[src/rtl/uart_cmd_rx.sv]
// uart_cmd_rx: UART command receiver. It deserializes the RX line into bytes
// and joins each pair of consecutive bytes into one 16-bit command. The first
// byte becomes the high byte and the second becomes the low byte. Consumers
// see the result through a level cmd_rdy / clr_cmd_rdy handshake.
//
// Parameters:
//   BAUD_DIV     clocks per bit (legal range 8..4095)
//   GAP_TIMEOUT  max idle clocks allowed between the high byte and the low byte
// Ports:
//   clk          system clock
//   rst_n        asynchronous active-low reset
//   RX           serial input; idles high; asynchronous to clk
//   clr_cmd_rdy  consumer acknowledge; clears cmd_rdy
//   cmd          assembled command {high byte, low byte}
//   cmd_rdy      cmd holds a valid, unconsumed command
//   frm_err      one-clock pulse when a stop bit samples 0
//   rx_busy      high from start detect through the stop-bit sample
module uart_cmd_rx #(
  parameter logic [11:0] BAUD_DIV    = 12'd2604,
  parameter logic [19:0] GAP_TIMEOUT = 20'hFFFFF
) (
  input  logic        clk,
  input  logic        rst_n,
  input  logic        RX,
  input  logic        clr_cmd_rdy,
  output logic [15:0] cmd,
  output logic        cmd_rdy,
  output logic        frm_err,
  output logic        rx_busy
);

  typedef enum logic [1:0] {IDLE, START, DATA, STOP} byte_state_e;
  typedef enum logic {WAIT_HI, WAIT_LO} pair_state_e;

  logic        rx_meta_q, rx_s_q;
  byte_state_e byte_state_q, byte_state_d;
  logic [11:0] baud_cnt_q, baud_cnt_d;
  logic [2:0]  bit_cnt_q, bit_cnt_d;
  logic [7:0]  shift_q, shift_d;
  logic        busy_q, busy_d;
  logic        byte_done_q, byte_done_d;
  logic        frm_err_q, frm_err_d;
  pair_state_e pair_state_q, pair_state_d;
  logic [19:0] gap_cnt_q, gap_cnt_d;
  logic [15:0] cmd_q, cmd_d;
  logic        cmd_rdy_q, cmd_rdy_d;

  logic baud_zero, start_det, set_rdy, clr_rdy;

  assign baud_zero = (baud_cnt_q == '0);
  assign start_det = (byte_state_q == IDLE) && !rx_s_q;

  // Byte deserializer
  always_comb begin
    byte_state_d = byte_state_q;
    baud_cnt_d   = baud_cnt_q;
    bit_cnt_d    = bit_cnt_q;
    shift_d      = shift_q;
    busy_d       = busy_q;
    byte_done_d  = 1'b0;
    frm_err_d    = 1'b0;
    case (byte_state_q)
      IDLE: begin
        if (!rx_s_q) begin
          byte_state_d = START;
          baud_cnt_d   = BAUD_DIV >> 1;
          busy_d       = 1'b1;
        end
      end
      START: begin
        if (!baud_zero) begin
          baud_cnt_d = baud_cnt_q - 12'd1;
        end else if (rx_s_q) begin
          // The line went back high by mid-bit, so treat the low pulse as a glitch.
          byte_state_d = IDLE;
          busy_d       = 1'b0;
        end else begin
          byte_state_d = DATA;
          baud_cnt_d   = BAUD_DIV - 12'd1;
          bit_cnt_d    = '0;
        end
      end
      DATA: begin
        if (!baud_zero) begin
          baud_cnt_d = baud_cnt_q - 12'd1;
        end else begin
          shift_d    = {rx_s_q, shift_q[7:1]};
          baud_cnt_d = BAUD_DIV - 12'd1;
          if (bit_cnt_q == 3'd7) begin
            byte_state_d = STOP;
          end else begin
            bit_cnt_d = bit_cnt_q + 3'd1;
          end
        end
      end
      STOP: begin
        if (!baud_zero) begin
          baud_cnt_d = baud_cnt_q - 12'd1;
        end else begin
          byte_state_d = IDLE;
          busy_d       = 1'b0;
          byte_done_d  = rx_s_q;
          frm_err_d    = !rx_s_q;
        end
      end
      default: byte_state_d = IDLE;
    endcase
  end

  // Byte pairing. byte_done_q lags the stop-bit sample by one clock, so
  // cmd_rdy rises exactly one clock after that sample.
  always_comb begin
    pair_state_d = pair_state_q;
    gap_cnt_d    = gap_cnt_q;
    cmd_d        = cmd_q;
    set_rdy      = 1'b0;
    clr_rdy      = clr_cmd_rdy;
    case (pair_state_q)
      WAIT_HI: begin
        if (start_det) clr_rdy = 1'b1;
        if (byte_done_q) begin
          cmd_d[15:8]  = shift_q;
          pair_state_d = WAIT_LO;
          gap_cnt_d    = '0;
        end
      end
      WAIT_LO: begin
        if (frm_err_q) begin
          pair_state_d = WAIT_HI;
        end else if (byte_done_q) begin
          cmd_d[7:0]   = shift_q;
          set_rdy      = 1'b1;
          pair_state_d = WAIT_HI;
        end else if (byte_state_q == IDLE && !start_det) begin
          if (gap_cnt_q >= GAP_TIMEOUT) begin
            pair_state_d = WAIT_HI;
          end else begin
            gap_cnt_d = gap_cnt_q + 20'd1;
          end
        end
      end
      default: pair_state_d = WAIT_HI;
    endcase
    cmd_rdy_d = cmd_rdy_q;
    if (clr_rdy) cmd_rdy_d = 1'b0;
    if (set_rdy) cmd_rdy_d = 1'b1;
  end

  always_ff @(posedge clk or negedge rst_n) begin
    if (!rst_n) begin
      rx_meta_q    <= 1'b1;
      rx_s_q       <= 1'b1;
      byte_state_q <= IDLE;
      baud_cnt_q   <= '0;
      bit_cnt_q    <= '0;
      shift_q      <= '0;
      busy_q       <= 1'b0;
      byte_done_q  <= 1'b0;
      frm_err_q    <= 1'b0;
      pair_state_q <= WAIT_HI;
      gap_cnt_q    <= '0;
      cmd_q        <= '0;
      cmd_rdy_q    <= 1'b0;
    end else begin
      rx_meta_q    <= RX;
      rx_s_q       <= rx_meta_q;
      byte_state_q <= byte_state_d;
      baud_cnt_q   <= baud_cnt_d;
      bit_cnt_q    <= bit_cnt_d;
      shift_q      <= shift_d;
      busy_q       <= busy_d;
      byte_done_q  <= byte_done_d;
      frm_err_q    <= frm_err_d;
      pair_state_q <= pair_state_d;
      gap_cnt_q    <= gap_cnt_d;
      cmd_q        <= cmd_d;
      cmd_rdy_q    <= cmd_rdy_d;
    end
  end

  assign cmd     = cmd_q;
  assign cmd_rdy = cmd_rdy_q;
  assign frm_err = frm_err_q;
  assign rx_busy = busy_q;

endmodule

[config.mk]
export PLATFORM = sky130hd
export DESIGN_NAME = uart_cmd_rx
export DESIGN_NICKNAME = d
export VERILOG_FILES = /design/src/rtl/uart_cmd_rx.sv
export SDC_FILE = /design/constraint.sdc
export NUM_CORES = 1
export LEC_CHECK = 0
export CAP_MARGIN = 5
export CORE_MARGIN = 5
export CORE_UTILIZATION = 25
export DETAILED_ROUTE_END_ITERATION = 7
export PLACE_DENSITY = 0.51
export SLEW_MARGIN = 15
export SYNTH_ARGS = -nofsm -noshare
export SYNTH_HDL_FRONTEND = slang
export SYNTH_SLANG_ARGS = --single-unit
[constraint.sdc]
create_clock -name clk -period 4.25 [get_ports clk]
set_input_delay 0.85 -clock clk [delete_from_list [all_inputs] [get_ports clk]]
set_output_delay 0.85 -clock clk [all_outputs]
set_load 0.02 [all_outputs]
; After elaboration in Yosys (flattened, before gate mapping)
; Cells that the tools add are included.
[word_totals]
register_bits = 68
input_bits = 4
output_inout_bits = 19
[classes]
n_addsub = 3
magnitude_cmp = 1
n_eq_ne = 19
muxes = 45
bitwise = 2
reduce_logical = 17
[ops]
columns = op, n
row1 = 20-bit 2-to-1 mux, 5
row2 = 12-bit 2-to-1 mux, 5
row3 = 12-bit one-hot mux with 4 select lines, 1
row4 = 20-bit one-hot mux with 2 select lines, 1
row5 = "2-bit != test, second input constant", 13
row6 = "20-bit by 1-bit adder with 20-bit output, second input constant", 1
row7 = "20-bit greater-or-equal comparator, second input constant", 1
row8 = 5-bit AND reduction, 4
row9 = 1-bit 2-to-1 mux, 19
row10 = 12-bit zero test, 1
row11 = 2-bit 2-to-1 mux, 6
row12 = 3-bit 2-to-1 mux, 4
row13 = "12-bit by 1-bit subtractor with 12-bit output, second input constant", 1
row14 = 2-bit one-hot mux with 4 select lines, 1
row15 = 3-bit one-hot mux with 2 select lines, 1
row16 = 3-bit AND reduction, 2
row17 = "2-bit == test, second input constant", 2
row18 = 2-bit AND reduction, 2
row19 = 2-bit nonzero test, 2
row20 = "3-bit by 1-bit adder with 3-bit output, second input constant", 1
row21 = "3-bit == test, second input constant", 1
row22 = "3-bit != test, second input constant", 1
row23 = 1-bit one-hot mux with 3 select lines, 1
row24 = 3-bit nonzero test, 1
row25 = 7 further kinds, 10

; Logic depth before layout (Yosys ltp)
; Gate-level depths: netlist of the first run.
[depth]
depth_word = 8
depth_mapped = 9
ltp_nobuf = 7

; Worst setup path before layout of the first run
; No wires, ideal clock.
[synth_path]
kind = register to register
startpoint = reg baud_cnt_q[0]
endpoint = reg with a tool-made name
setup_ps = 125
arrival_time_ps = 2192
path_slack_ps = 1933
stages_incl_launch_ff = 9
cell_sequence = dfrtp_1 inv_1 ha_1 or4b_4 or3_1 buf_6 o31ai_4 nand2_2 mux2_4
[synth_rtl]
columns = element, line
row1 = from (decl), 37  ; logic [11:0] baud_cnt_q, baud_cnt_d;
row2 = from (signal assigned), 168  ; baud_cnt_q <= baud_cnt_d;

; Worst setup path in the final report of the first run
[layout_path]
startpoint = reg pair_state_q
endpoint = reg gap_cnt_q[17]
[layout_via]
elab_chain_cells = 3
word_cells_on_any_way = 8
[layout_rtl]
columns = element, line
row1 = from (decl), 43  ; pair_state_e pair_state_q, pair_state_d;
row2 = from (signal assigned), 174  ; pair_state_q <= pair_state_d;
row3 = 1-bit NOT (no line), --
row4 = 2-bit != test (no line), --
row5 = 5-bit AND reduction (no line), --
row6 = to (signal assigned), 175  ; gap_cnt_q <= gap_cnt_d;
row7 = to (decl), 44  ; logic [19:0] gap_cnt_q, gap_cnt_d;
; Parallel ways exist; a longest one is shown, timed or not.
; A chain may end at the register's enable or synchronous reset.

==> impl_metrics.env, run 1 <==
export IMPL_nNetsFinal=377
export IMPL_synth_area_leaders="dfrtp_1 46%, mux2_2 7.8%, ha_1 3.8%, nand2_1 2.9%, a21oi_1 2.8%"
export IMPL_grt_max_degree=39
export IMPL_p_per_area_nw_per_um2=341
export IMPL_worst_pin_slew_ns=0.847
export IMPL_routed_via_count=2732
export IMPL_yosysMostFrequentCell="dfrtp_1"
export IMPL_grt_overflow=0
export IMPL_holdCritPathClass="flip-flop to flip-flop"
export IMPL_avgSynthCellArea_um2=10.5
export IMPL_start_util_pct=25.7
export IMPL_peakVddDrop_v=0.000233
export IMPL_hold_buffers=0
export IMPL_syn_nets=357
export IMPL_cts_root_buffer="clkbuf_16"
export IMPL_tns_ns=0
export IMPL_p_sw_share_pct=20.9
export IMPL_synth_common_cells="66 x dfrtp_1, 28 x nand2_1, 25 x mux2_2, 20 x a21oi_1, 18 x nor2_1"
export IMPL_cts_buffers=9
export IMPL_internal_power_mw=1.16
export IMPL_diodes=0
export IMPL_switchingPower_mw=0.306
export IMPL_firstDrtPassIters=4
export IMPL_path_clk_slew_ns=0.06
export IMPL_grt_pass1_wl_mm=13.6
export IMPL_p_seq_share_pct=44.5
export IMPL_ios=23
export IMPL_skew_ns=0.00550
export IMPL_drt_initial_drc_count=201
export IMPL_wl_per_cell_um=14.1
export IMPL_power_frac_clock_pct=54.4
export IMPL_post_route_util_pct=30.7
export IMPL_drv_slew=0
export IMPL_core_um2=14000
export IMPL_fillers=1438
export IMPL_yosysTopAreaCell="dfrtp_1"
export IMPL_yosysSeqAreaShare_pct=47.5
export IMPL_crit_path_max_fanout=26
export IMPL_placementRows=43
export IMPL_insertion_delay_ns=0.33
export IMPL_multiInputGateArea_um2=1760
export IMPL_ys_flop_type="dfrtp_1"
export IMPL_power_mw=1.46
export IMPL_grt_util_all_layers_pct=9.84
export IMPL_hold_viol=0
export IMPL_hpwl_mm=5.36
export IMPL_drtAntennaViolNets=0
export IMPL_final_seq_area_um2=1700
export IMPL_netlist_instances=342
export IMPL_maxSlewHeadroom_pct=43.6
export IMPL_period_share_pct=72.3
export IMPL_via_per_inst=4.99
export IMPL_ys_warn_count=0
export IMPL_cts_tree="done"
export IMPL_startpoint_type="flip-flop"
export IMPL_ys_ff_latch=68
export IMPL_syn_area_um2=3590
export IMPL_clock_fmax_mhz=325
export IMPL_ctsHtreeMaxLevel=3
export IMPL_status="complete, no violations"
export IMPL_ys_types=61
export IMPL_path_class="flip-flop to flip-flop"
export IMPL_cts_resized=0
export IMPL_syn2layout_area_growth_pct=19.7
export IMPL_period_needed_ns=3.07
export IMPL_leakage_nw=1.80
export IMPL_clock_path_buffers=2
export IMPL_endpoint_kind="flip-flop"
export IMPL_wirelength_mm=7.72
export IMPL_synth_edf_count=0
export IMPL_gp_congestion=0.815
export IMPL_drc=0
export IMPL_cts_setup_buffers=0
export IMPL_antenna_found_initial=0
export IMPL_worstPathRequired_ns=4.46
export IMPL_numPortBuffers=22
export IMPL_drive_above_1_share_pct=16.3
export IMPL_rsz0062_at_grt="no"
export IMPL_arrival_ns=3.28
export IMPL_comb_power_share_pct=1.2
export IMPL_die_area_um2=16900
export IMPL_drv_cap=0
export IMPL_setup_viol=0
export IMPL_synthDominantCellAreaShare_pct=46.0
export IMPL_dieWidth_um=130
export IMPL_grt_pass1_vias=2750
export IMPL_async_flop_share_pct=100
export IMPL_cts_sinks=68
export IMPL_die_h_um=130
==> state kept, by name (all words and copies together), names as in the netlist, 3 cells and up, named ones only <==
name and flops:
gap_cnt_q 20, cmd 16, baud_cnt_q 12, shift_q 8, bit_cnt_q 3
==> cell usage in the layout, fill, tap and decap left out, types with 3 or more instances in the layout <==
cell type | synthesis | routed
dfrtp_1 | 66 | 66
nand2_1 | 28 | 28
mux2_2 | 25 | 25
clkdlybuf4s50_1 | 0 | 21
a21oi_1 | 20 | 20
nor2_1 | 18 | 18
inv_1 | 17 | 17
nand3_1 | 12 | 12
nor3_1 | 11 | 11
ha_1 | 11 | 11
clkbuf_16 | 0 | 9
nand4_1 | 6 | 6
nor4_1 | 7 | 6
o211ai_1 | 6 | 6
or4_1 | 5 | 5
or3_1 | 5 | 5
o21ai_0 | 5 | 5
o311ai_0 | 5 | 5
a21o_1 | 4 | 4
and3_1 | 4 | 4
a31oi_1 | 4 | 4
a22o_1 | 4 | 4
a211oi_1 | 3 | 3
nand3b_1 | 3 | 3
a221o_1 | 3 | 3
o31ai_1 | 3 | 3
xnor2_1 | 3 | 3
a211o_1 | 3 | 3
a41oi_1 | 3 | 3
o22a_1 | 3 | 3
o22ai_1 | 3 | 3
clkbuf_8 | 0 | 3
==> cells by family (layout without fill, tap and decap cells) <==
family / count (synthesis) / in the layout / synth area share [%]
compound gates: 88 / 88 / 18.9
buf+inv: 31 / 56 / 3.69
flops: 68 / 68 / 47.5
xor+xnor: 3 / 3 / 0.732
fa+ha+maj: 11 / 11 / 3.83
simple gates: 114 / 114 / 16.9
mux: 27 / 27 / 8.54
==> stage by stage <==
stage / cells / hold slack (ns) / area (um2) / worst slack (ns)
global placement: 531 / 0.346 / 3970 / 1.32
floorplan: 342 / 0.345 / 3590 / 1.93
detailed placement: 531 / 0.351 / 3970 / 1.17
global route: 547 / 0.360 / 4300 / 0.849
finish: 547 / 0.359 / 4300 / 1.18
CTS: 547 / 0.360 / 4290 / 1.17
==> layout make-up <==
cell class	count	area share, %
multi-input cells	243	41.0
flip-flops and latches	68	39.7
clock buffers	12	6.20
well taps	180	5.24
repair buffers	23	5.18
inverters	17	1.48
clock inverters	4	1.28
==> worst max-delay path, cell delays in order (launching register included) <==
cell and delay [ns]:
dfrtp_1 0.89, inv_1 0.20, ha_1 0.90, inv_1 0.21, nand2_1 0.33, nor2_1 0.08
a221o_1 0.33
==> path summary, 6_finish.rpt <==
check	startpoint	end	slack [ns]	cells after the start
max in group asynchronous	rst_n	rx_s_q	2.71	2
min	rx_meta_q	rx_s_q	0.36	0
min in group asynchronous	rst_n	shift_q[5]	0.57	1
max reg2reg	pair_state_q	gap_cnt_q[17]	1.18	6
max	pair_state_q	gap_cnt_q[17]	1.18	6
min reg2reg	rx_meta_q	rx_s_q	0.36	0
==> power by group through the flow <==
stage / Combinational, mW / Clock, mW / Sequential, mW
4_1_cts: 0.0183 / 0.819 / 0.651
5_1_grt: 0.0207 / 0.845 / 0.651
2_1_floorplan: 0.00244 / 0 / 0.661
3_5_place_dp: 0.0184 / 0 / 0.663
6_report: 0.0170 / 0.796 / 0.651
3_3_place_gp: 0.0180 / 0 / 0.662
==> layer usage <==
layer  up-vias  wire [um]  global-route usage (%)
met5         -          0                       0
met4         0         93                    3.24
met3        11        241                    2.78
met2        44       3710                    15.4
met1      1338       3670                    13.1
li1       1339          -                       -
Power figures use the tool's default switching activity.
==> run 2: changes to the inputs <==
--- a/config.mk
+++ b/config.mk
@@ -9,7 +9,7 @@
 export CORE_MARGIN = 5
 export CORE_UTILIZATION = 25
 export DETAILED_ROUTE_END_ITERATION = 7
-export PLACE_DENSITY = 0.51
+export PLACE_DENSITY = 0.53
 export SLEW_MARGIN = 15
 export SYNTH_ARGS = -nofsm -noshare
 export SYNTH_HDL_FRONTEND = slang
==> constraint.sdc (replaced) <==
create_clock -name clk -period 2.7 [get_ports clk]
set_input_delay 0.54 -clock clk [delete_from_list [all_inputs] [get_ports clk]]
set_output_delay 0.54 -clock clk [all_outputs]
set_load 0.02 [all_outputs]
==> run 2 against run 1 <==
Effect of this change:
- clock power rose by 51%
- sequential share of layout area is 0.60 points lower
- non-clock buffer count up 10
- register-to-register slack worse by 0.97 ns
- final cell count increased by 1.8%
- power grew 54%
- highest routed layer unchanged
==> impl_metrics.env, run 2 (synthesis gave the netlist of run 1 again) <==
export IMPL_status="complete, no violations"
export IMPL_fillers=1422
export IMPL_grt_overflow=0
export IMPL_max_stage_delay_ns=0.54
export IMPL_endpoint_kind="flip-flop"
export IMPL_dieWidth_um=130
export IMPL_drt_initial_drc_count=123
export IMPL_drv_slew=0
export IMPL_clock_fmax_mhz=401
export IMPL_multiInputGateArea_um2=1760
export IMPL_ctsHtreeMaxLevel=3
export IMPL_start_util_pct=25.7
export IMPL_nNetsFinal=387
export IMPL_cts_tree="done"
export IMPL_r2r_start="baud_cnt_q[0]"
export IMPL_placed_area_um2=4050
export IMPL_tns_ns=0
export IMPL_insertion_delay_ns=0.33
export IMPL_routed_via_count=2753
export IMPL_via_per_inst=4.94
export IMPL_grt_pass1_wl_mm=14.0
export IMPL_dpl_cell_count=541
export IMPL_crit_family="simple AND/OR/NAND/NOR gates"
export IMPL_grt_pass1_vias=2876
export IMPL_die_area_um2=16900
export IMPL_clock_path_buffers=2
export IMPL_r2r_end="baud_cnt_q[10]"
export IMPL_gp_congestion=0.776
export IMPL_drc=0
export IMPL_period_share_pct=92.3
export IMPL_drive_above_1_share_pct=18.3
export IMPL_worstPathRequired_ns=2.90
export IMPL_hpwl_mm=5.56
export IMPL_pre_cts_ws_ns=0.138
export IMPL_path_cells="inv_1 > ha_1 > or4b_4 > or3_1 > o21bai_4 > buf_4 > o21bai_1 > nand3_1"
export IMPL_cts_root_buffer="clkbuf_16"
export IMPL_core_um2=14000
export IMPL_cts_setup_buffers=0
export IMPL_crit_path_max_fanout=10
export IMPL_final_seq_area_um2=1700
export IMPL_startpoint_type="flip-flop"
export IMPL_grt_max_degree=28
export IMPL_final_cells=557
export IMPL_ios=23
export IMPL_reg2regPathDepth=8
export IMPL_largest_reg_flops=20
export IMPL_crit_slowest_cell="or3_1"
export IMPL_post_route_util_pct=31.2
export IMPL_cp_num_buf_inv=2
export IMPL_layout_commonest_cell="dfrtp_1"
export IMPL_period_needed_ns=2.49
export IMPL_skew_ns=0.0122
export IMPL_setup_viol=0
export IMPL_leakage_nw=1.84
export IMPL_drtAntennaViolNets=0
export IMPL_placementRows=43
export IMPL_final_area_um2=4360
export IMPL_final_cell_mix="66 x dfrtp_1, 28 x nand2_1, 25 x mux2_2"
export IMPL_wl_per_cell_um=14.1
export IMPL_setup_slack_ns=0.207
export IMPL_p_per_area_nw_per_um2=516
export IMPL_wirelength_mm=7.83
export IMPL_die_h_um=130
export IMPL_drv_cap=0
export IMPL_holdCritPathClass="input pin to async pin"
export IMPL_maxSlewHeadroom_pct=60.1
export IMPL_largest_register="gap_cnt_q"
export IMPL_firstDrtPassIters=4
export IMPL_hold_viol=0
export IMPL_path_clk_slew_ns=0.06
export IMPL_rsz0062_at_grt="no"
export IMPL_syn2layout_area_growth_pct=21.5
export IMPL_arrival_ns=2.69
export IMPL_antenna_found_initial=0
export IMPL_worst_pin_slew_ns=0.598
export IMPL_reg2reg_slack_ns=0.21
export IMPL_cts_buffers=9
export IMPL_peakVddDrop_v=0.000272
export IMPL_numPortBuffers=22
export IMPL_path_class="flip-flop to flip-flop"
export IMPL_grt_util_all_layers_pct=10.1
export IMPL_cts_sinks=68
export IMPL_diodes=0
[run 2: metal layers]
| metal | GRT usage [%] | share of wire (%) |
|---|---|---|
| met1 | 12.8 | 46 |
| met2 | 17.1 | 51 |
| met3 | 2.95 | 3.2 |
| met4 | 2.20 | 0.24 |
| met5 | 0 | 0 |
[run 2: how the worst max path moves through the flow]
stage | startpoint | to | depth (start not counted)
global placement | baud_cnt_q[0] | baud_cnt_q[9] | 8
detailed placement | baud_cnt_q[0] | baud_cnt_q[10] | 8
CTS | baud_cnt_q[0] | baud_cnt_q[10] | 8
finish | baud_cnt_q[0] | baud_cnt_q[10] | 8
global route | baud_cnt_q[0] | baud_cnt_q[10] | 8
floorplan | baud_cnt_q[0] | flip-flop | 8
[run 2: cell type report]
cell class,instances,area share (%)
inverter,17,1.46
clock buffer,10,5.48
clock inverter,6,1.66
sequential,68,39.0
tap,180,5.16
timing repair buffer,33,6.82
multi-input combinational,243,40.4
[run 2: per-stage QoR]
| stage | hold slack, ns | total power [mW] |
|---|---|---|
| 2_1_floorplan | 0.244 | 1.04 |
| 3_3_place_gp | 0.346 | 1.07 |
| 3_5_place_dp | 0.349 | 1.07 |
| 4_1_cts | 0.115 | 2.29 |
| 5_1_grt | 0.119 | 2.35 |
| 6_report | 0.115 | 2.25 |
[run 2: what timing repair did]
item	4_1_cts	5_1_grt
hold buffers	0	0
resized for setup	0	1
endpoints found under the setup margin	0	2
[run 2: report_power, final]
| part | internal, mW | switching (mW) | leakage, nW |
|---|---|---|---|
| Combinational | 0.00617 | 0.0216 | 0.791 |
| Sequential | 1.02 | 0.00239 | 0.903 |
| Clock | 0.748 | 0.453 | 0.149 |
==> run 3: changes to the inputs <==
==> constraint.sdc (replaced) <==
create_clock -name clk -period 2.1 [get_ports clk]
set_input_delay 0.42 -clock clk [delete_from_list [all_inputs] [get_ports clk]]
set_output_delay 0.42 -clock clk [all_outputs]
set_load 0.02 [all_outputs]
==> run 3 against run 2 <==
Effect of this change:
- the flow now finishes with violations (negative setup slack)
- critical path type unchanged
- hold slack got worse by 0.036 ns
- clock-buffer cell count fell by 1
- wire length rose by 14%
- die area did not move
- core utilization rose by 5.4 points
- largest cell class unchanged
- maximum frequency rose by 7.7%
==> impl_metrics.env, run 3 (synthesis gave the netlist of run 1 again) <==
export IMPL_largest_register="gap_cnt_q"
export IMPL_hold_buffers=0
export IMPL_ctsHtreeMaxLevel=3
export IMPL_rsz0062_at_grt="yes"
export IMPL_worst_pin_slew_ns=0.779
export IMPL_dieWidth_um=130
export IMPL_path_clk_slew_ns=0.06
export IMPL_grt_pass1_vias=3123
export IMPL_p_per_area_nw_per_um2=572
export IMPL_drt_initial_drc_count=105
export IMPL_die_area_um2=16900
export IMPL_max_stage_delay_ns=0.46
export IMPL_m1WireLength_mm=4.18
export IMPL_power_mw=2.93
export IMPL_start_util_pct=25.7
export IMPL_layout_commonest_cell="dfrtp_1"
export IMPL_syn2layout_area_growth_pct=42.8
export IMPL_maxSlewHeadroom_pct=47.6
export IMPL_setup_slack_ns=-0.214
export IMPL_routed_wl_met2_mm=4.31
export IMPL_drv_cap=0
export IMPL_placementRows=43
export IMPL_crit_slowest_cell="or4b_4"
export IMPL_die_h_um=130
export IMPL_setup_viol=15
export IMPL_drc=0
export IMPL_gp_congestion=0.897
export IMPL_cp_num_buf_inv=2
export IMPL_nNetsFinal=448
export IMPL_grt_pass1_wl_mm=15.3
export IMPL_antenna_found_initial=0
export IMPL_grt_overflow=0
export IMPL_drv_slew=0
export IMPL_arrival_ns=2.53
export IMPL_crit_path_max_fanout=4
export IMPL_diodes=0
export IMPL_endpoint_kind="flip-flop"
export IMPL_grt_util_all_layers_pct=11.2
export IMPL_drive_above_1_share_pct=38.4
export IMPL_period_share_pct=110
export IMPL_wl_per_cell_um=14.4
export IMPL_numPortBuffers=22
export IMPL_startpoint_type="flip-flop"
export IMPL_violations="negative setup slack"
export IMPL_peakVddDrop_v=0.000420
export IMPL_cts_tree="done"
export IMPL_firstDrtPassIters=4
export IMPL_cts_sinks=68
export IMPL_placed_area_um2=4450
export IMPL_fillers=1359
export IMPL_cts_root_buffer="clkbuf_16"
export IMPL_skew_ns=0.00572
export IMPL_dr_wl_met3_um=281
export IMPL_holdCritPathClass="input pin to async pin"
export IMPL_dr_max_layer_used="met4"
export IMPL_path_class="flip-flop to flip-flop"
export IMPL_cts_buffers=9
export IMPL_leakage_nw=2.21
export IMPL_post_route_util_pct=36.6
export IMPL_via_per_inst=4.94
export IMPL_crit_family="simple AND/OR/NAND/NOR gates"
export IMPL_insertion_delay_ns=0.34
export IMPL_grt_max_degree=26
export IMPL_hold_viol=0
export IMPL_path_cells="inv_2 > ha_4 > or4b_4 > or3_4 > buf_6 > o31ai_4 > nand2_2 > mux2_4"
export IMPL_routed_via_count=3052
export IMPL_core_um2=14000
export IMPL_holdWs_ns=0.0789
export IMPL_clock_fmax_mhz=432
export IMPL_status="finished with violations"
export IMPL_final_cell_mix="66 x dfrtp_1, 62 x buf_4, 26 x nand2_1"
export IMPL_hpwl_mm=6.26
export IMPL_final_area_um2=5130
export IMPL_clock_path_buffers=2
export IMPL_period_needed_ns=2.31
export IMPL_worstPathRequired_ns=2.32
export IMPL_pre_cts_ws_ns=-0.292
export IMPL_drtAntennaViolNets=0
export IMPL_largest_reg_flops=20
export IMPL_wirelength_mm=8.90
export IMPL_ios=23
==> run 3: cell types whose count changed in the layout (fill, tap and decap cells not counted), moves of 3 or more <==
cell      delta
a211oi_2     +3
a211oi_1     -3
o21ai_0      -4
buf_6        +8
a21oi_2     +11
nor3_1       -4
a21oi_1     -11
buf_4       +51
==> run 3: worst reg2reg max path: cells and delay by family, from the launching register on <==
family | cells | cell delay [ns]
buf+inv | 2 | 0.23
fa+ha+maj | 1 | 0.13
mux | 1 | 0.30
flops | 1 | 0.39
compound gates | 1 | 0.20
simple gates | 3 | 0.96
==> run 3: power by group <==
part           switching (mW)  internal, mW  leakage, nW  total [mW]
combinational          0.0322        0.0157         1.17      0.0480
sequential            0.00103          1.31        0.903        1.31
clock                   0.632         0.938        0.145        1.57
==> run 3: repair_timing <==
item                                    in CTS  in global routing
endpoints found under the setup margin      27                 42
setup buffers                                4                  7
resized for setup                           29                 32
pin swaps                                   11                 11
==> run 3: through the flow <==
stage | TNS, ns | std cells
after global routing | -2.99 | 618
after global placement | -2.57 | 591
after floorplan | -0.969 | 342
after detailed placement | -3.90 | 591
final | -1.71 | 618
after CTS | -2.81 | 611
==> run 3: layout make-up <==
cell class	count	area (um2)	area share, %
multi-input cells	243	2010	39.3
flip-flops and latches	68	1700	33.2
repair buffers	94	811	15.8
clock buffers	9	225	4.39
well taps	180	225	4.39
clock inverters	7	82.6	1.61
inverters	17	63.8	1.24
==> run 3: path summary, 6_finish.rpt <==
check | from | endpoint | slack [ns] | depth (start not counted)
min reg2reg | rx_meta_q | rx_s_q | 0.36 | 0
min | rst_n | gap_cnt_q[3] | 0.08 | 1
max | baud_cnt_q[0] | flip-flop | -0.21 | 8
min in group clk | rx_meta_q | rx_s_q | 0.36 | 0
max in group asynchronous | rst_n | rx_meta_q | 1.43 | 2
max reg2reg | baud_cnt_q[0] | flip-flop | -0.21 | 8
==> run 3: layer usage <==
metal | global-route usage (%) | vias up
met1 | 14.1 | 1501
met3 | 2.58 | 13
met4 | 4.22 | 0
met5 | 0 | -
li1 | - | 1481
met2 | 18.7 | 57
